===== config.mk =====
export PLATFORM = sky130hd
export DESIGN_NAME = gpio_in_filter
export DESIGN_NICKNAME = d
export VERILOG_FILES = /design/src/rtl/gpio_in_filter.sv
export SDC_FILE = /design/constraint.sdc
export NUM_CORES = 1
export LEC_CHECK = 0
export ABC_AREA = 1
export CORE_MARGIN = 8
export CORE_UTILIZATION = 50
export CTS_BUF_LIST = sky130_fd_sc_hd__clkbuf_16
export DETAILED_ROUTE_END_ITERATION = 12
export GPL_TIMING_DRIVEN = 0
export PLACE_DENSITY_LB_ADDON = 0.25
export SKIP_CTS_REPAIR_TIMING = 1
export SLEW_MARGIN = 20
export SYNTH_ARGS = -nofsm -noshare
export SYNTH_HDL_FRONTEND = slang
export SYNTH_SLANG_ARGS = --single-unit

===== constraint.sdc =====
create_clock -name i_clk -period 2.03 [get_ports i_clk]
set_input_delay 0.203 -clock i_clk [delete_from_list [all_inputs] [get_ports i_clk]]
set_output_delay 0.203 -clock i_clk [all_outputs]
set_load 0.02 [all_outputs]

===== src/rtl/gpio_in_filter.sv =====
// Purpose: synchronise, debounce and edge-detect raw GPIO pad inputs, one independent lane per pin.
// Latency: a level sampled into s1 at edge E reaches o_gpio at edge E+1+debounce_cnt (E+2 when bypassed).
// Backpressure: none; every output is a free-running level or single-cycle pulse.
//
// Ports:
//   i_clk, i_nrst  - system clock, synchronous active-low reset
//   i_gpio         - raw pad inputs, asynchronous to i_clk
//   i_bypass       - per-pin debounce bypass (accept synchronised level immediately)
//   i_irq_en       - per-pin interrupt enable mask
//   i_clear        - per-pin sticky-flag clear
//   o_gpio         - debounced level
//   o_rise/o_fall  - one-cycle pulses on accepted transitions, coincident with the new o_gpio
//   o_edge_sticky  - latched edge-seen flag per pin
//   o_irq          - OR over pins of (o_edge_sticky & i_irq_en)
module gpio_in_filter #(
    parameter int width        = 12,
    parameter int debounce_cnt = 16
) (
    input  logic             i_clk,
    input  logic             i_nrst,
    input  logic [width-1:0] i_gpio,
    input  logic [width-1:0] i_bypass,
    input  logic [width-1:0] i_irq_en,
    input  logic [width-1:0] i_clear,
    output logic [width-1:0] o_gpio,
    output logic [width-1:0] o_rise,
    output logic [width-1:0] o_fall,
    output logic [width-1:0] o_edge_sticky,
    output logic             o_irq
);

    localparam int              CW       = $clog2(debounce_cnt + 1);
    localparam logic [CW-1:0]   CNT_LAST = CW'(debounce_cnt - 1);

    // Two-flop synchroniser; s1 is the only flop that sees the asynchronous pad.
    logic [width-1:0] s1;
    logic [width-1:0] s2;

    logic [width-1:0] stable;
    logic [width-1:0] stable_nxt;
    logic [width-1:0] rise;
    logic [width-1:0] fall;
    logic [width-1:0] rise_nxt;
    logic [width-1:0] fall_nxt;
    logic [width-1:0] sticky;
    logic [width-1:0] sticky_nxt;

    logic [CW-1:0]    cnt     [width];
    logic [CW-1:0]    cnt_nxt [width];

    always_comb begin
        stable_nxt = stable;
        for (int i = 0; i < width; i++) begin
            cnt_nxt[i] = '0;
            if (i_bypass[i]) begin
                // Bypass takes the synchronised level directly; any pending count is dropped.
                stable_nxt[i] = s2[i];
            end else if (s2[i] != stable[i]) begin
                if (cnt[i] == CNT_LAST) begin
                    stable_nxt[i] = s2[i];
                end else begin
                    cnt_nxt[i] = cnt[i] + CW'(1);
                end
            end
            // s2 matching stable leaves cnt_nxt at 0, which is what rejects glitches.
        end
        rise_nxt   = stable_nxt & ~stable;
        fall_nxt   = ~stable_nxt & stable;
        // A new edge on the same cycle as a clear keeps the flag set.
        sticky_nxt = (sticky & ~i_clear) | rise_nxt | fall_nxt;
    end

    always_ff @(posedge i_clk) begin
        if (!i_nrst) begin
            s1     <= '0;
            s2     <= '0;
            stable <= '0;
            rise   <= '0;
            fall   <= '0;
            sticky <= '0;
            for (int i = 0; i < width; i++) begin
                cnt[i] <= '0;
            end
        end else begin
            s1     <= i_gpio;
            s2     <= s1;
            stable <= stable_nxt;
            rise   <= rise_nxt;
            fall   <= fall_nxt;
            sticky <= sticky_nxt;
            for (int i = 0; i < width; i++) begin
                cnt[i] <= cnt_nxt[i];
            end
        end
    end

    assign o_gpio        = stable;
    assign o_rise        = rise;
    assign o_fall        = fall;
    assign o_edge_sticky = sticky;
    // Combinational from the registered flag so masking/unmasking acts in the same cycle.
    assign o_irq         = |(sticky & i_irq_en);

endmodule


==> metrics.md <==
| Metric | Value |
|---|---|
| Worst Path Buf+Inv | 1 |
| Total track usage | 0.1793 |
| Initial drt markers | between 200 and 250 |
| Pin count of the biggest net entering global routing | 17 |
| WL/cell | ~13 microns |
| # diodes | 0 |
| Slowest-stage cell, CP | clkdlybuf4s50_1 |
| Finished Core Util | 0.6753 |
| Clock transition at the registers of the reported paths | 0.05 ns |
| Synth warn | 0 |
| Unrepaired setup endpoints after global routing | no |
| FMAX | 0.6056 GHz |
| H-tree depth | 4 |
| Area Overhead vs Synth | 30.89% |
| Share of cells above drive strength 1 | 0.05750 |
| Synth Area per Inst | between 7 and 8 sq um |
| Synth Register Bits | ~130 |
| Final hold slack | between 0.15 and 0.2 ns |
| CTS tree | yes |
| Delay-heaviest family, CP | buffers and inverters |
| First-pass GRT wire length | 20660 microns |
| DRC viols | 0 |
| Most frequent cells in the layout | 168 x nand2_1, 132 x dfxtp_1, 125 x inv_1 |
| Worst Tran Pin Value | around 0.35 ns |
| Rows | 37 |
| Pre-antenna DRT Iters | 4 |
| Placed cell count | between 900 and 1000 |
| Port buffer count | between 90 and 100 |
| Vias per cell | about 4.8 |
| Max-Cap Viols | 0 |
| Post-DRT Antenna Nets | 0 |
| Tmin final | 1.651 ns |
| CP Class | reg2out |
| IO Pins | 99 |
| WL final | 12200 microns |
| Worst Path Arrival | between 1 and 1.5 ns |
| Syn Nets | ~750 |
| Max-slew violations | 0 |
| Commonest non-fill, non-tap cell in the layout | nand2_1 |
| Hold Path Class | in2reg |
| Tcrit/Tclk final | 0.8134 |
| Non-filler instance count after layout | about 940 |
| Num Clock Sinks | about 130 |
| Starting Density | 0.5159 |
| Skew-Pair Late Insertion Delay | approximately 0.4 ns |
| Yosys top cell area share | 0.4961 |
| Core box area | 0.01032 sq mm |
| Die height | around 120 microns |
| Synth area leader | dfxtp_1 |
| Top cells by area, synth | dfxtp_1 50%, nand2_1 12%, inv_1 8.7% |
| Cell Area, Synth | 0.005326 sq mm |
| Endpoints failing hold | 0 |
| Cells after Synth | between 600 and 700 |
| Vias in the first global route | between 4000 and 5000 |
| Grt ovf | 0 |
| Via count | roughly 4500 |
| Bufs on Longest Clock Path | 2 |
| Cells along the critical path | clkdlybuf4s50_1 |
| Worst slack at placement | about 0.18 ns |
| CP max stage delay | around 0.64 ns |
| CP required | approximately 1.8 ns |
| Maximum VDD drop | a little under 400 uV |
| Die Area | 0.01421 sq mm |
| Critical Path Source Type | register |
| Distinct cells, synth | 20 |
| Pleak | ~3.1 nW |
| Setup Skew | between 0.003 and 0.004 ns |
| Critical path peak fanout | 3 |
| Die X | roughly 120 microns |
| Antenna violations before repair | 0 |
| CTS root buf | clkbuf_16 |
| Worst setup margin | between 0.3 and 0.4 ns |
| HPWL after DPL | roughly 8900 microns |
| Register area share after synthesis | 0.4961 |
| Outcome | completed |
| Relative slew slack | 0.7650 |
| Placer congestion estimate | just over 0.8 |
| Setup TNS Final | 0 ns |
| Clock buffers created by TritonCTS | 17 |
| Final Net Count | 865 |
| CP Capture Type | output port |
| Power density over the cells | approximately 830 mW/mm^2 |
| # setup viols final | 0 |
==> report_power, final <==
| part | internal [mW] | switching [mW] | leakage [nW] | total [mW] |
|---|---|---|---|---|
| Clock | 1.62 | 1.01 | 0.255 | 2.62 |
| Combinational | 0.224 | 0.261 | 1.82 | 0.486 |
| Sequential | 2.66 | 0.0480 | 1.07 | 2.71 |
| Total | 4.50 | 1.32 | 3.15 | 5.82 |
==> Yosys cell counts <==
cell and instances:
nand2_1 168, inv_2 1, ha_1 24, nand4_4 9, nor2_1 110, buf_2 4
dfxtp_1 132, nor2_2 1, o21ai_1 1, buf_12 1, nand3_1 21, nand4_2 1
inv_1 124, xnor2_1 12, nand3b_1 12, nor3_1 11, nand4_1 17, buf_4 2
o21ai_0 21, buf_6 3
==> kinds of logic (layout without fill, tap and decap cells) <==
group,count (synthesis),after routing,share of synthesized area
compound gates,22,22,0.02067
xor+xnor,12,12,0.01973
buf+inv,135,260,0.1048
flops,132,132,0.4961
simple gates,350,350,0.3023
fa+ha+maj,24,24,0.05638
==> metal layers <==
| layer | vias to the layer above | track usage | wire length (microns) |
|---|---|---|---|
| met5 | - | 0 | 0 |
| met4 | 0 | 0.07194 | 193 |
| met3 | 21 | 0.06708 | 777 |
| met2 | 111 | 0.3165 | 6045 |
| met1 | 2044 | 0.1892 | 5187 |
| li1 | 2301 | - | - |
==> state kept, by name, summed over array words and instances, names as in the netlist <==
name,cells
s1,12
o_fall,12
o_gpio,12
cnt,60
o_rise,12
o_edge_sticky,12
s2,12
==> area by class of cell <==
class / count / area (sq um)
Tap cell: 136 / 170.2
Multi-Input combinational cell: 408 / 2128
Inverter: 125 / 469.2
Timing Repair Buffer: 97 / 973.4
Clock inverter: 11 / 73.82
Sequential cell: 132 / 2643
Clock buffer: 17 / 425.4
Buffer: 10 / 88.84
Fill cell: 862 / 3352
==> worst paths after layout <==
path / startpoint / end / slack [ns] / depth (start not counted)
worst max-delay path: o_edge_sticky[10] / o_edge_sticky[10] / 0.38 / 1
worst max register to register: cnt[0][5] / cnt[0][8] / 0.49 / 9
worst min-delay path: i_nrst / o_rise[1] / 0.17 / 3
worst min register to register: s1[11] / s2[11] / 0.41 / 2
==> stage by stage <==
step | cell area, sq um | power [mW]
floorplan | 5326 | 3.003
global placement | 6467 | 3.234
detailed placement | 6467 | 3.245
CTS | 6967 | 5.851
global route | 6972 | 6.044
finish | 6972 | 5.817
No activity file was read; power rests on OpenSTA's default activity.
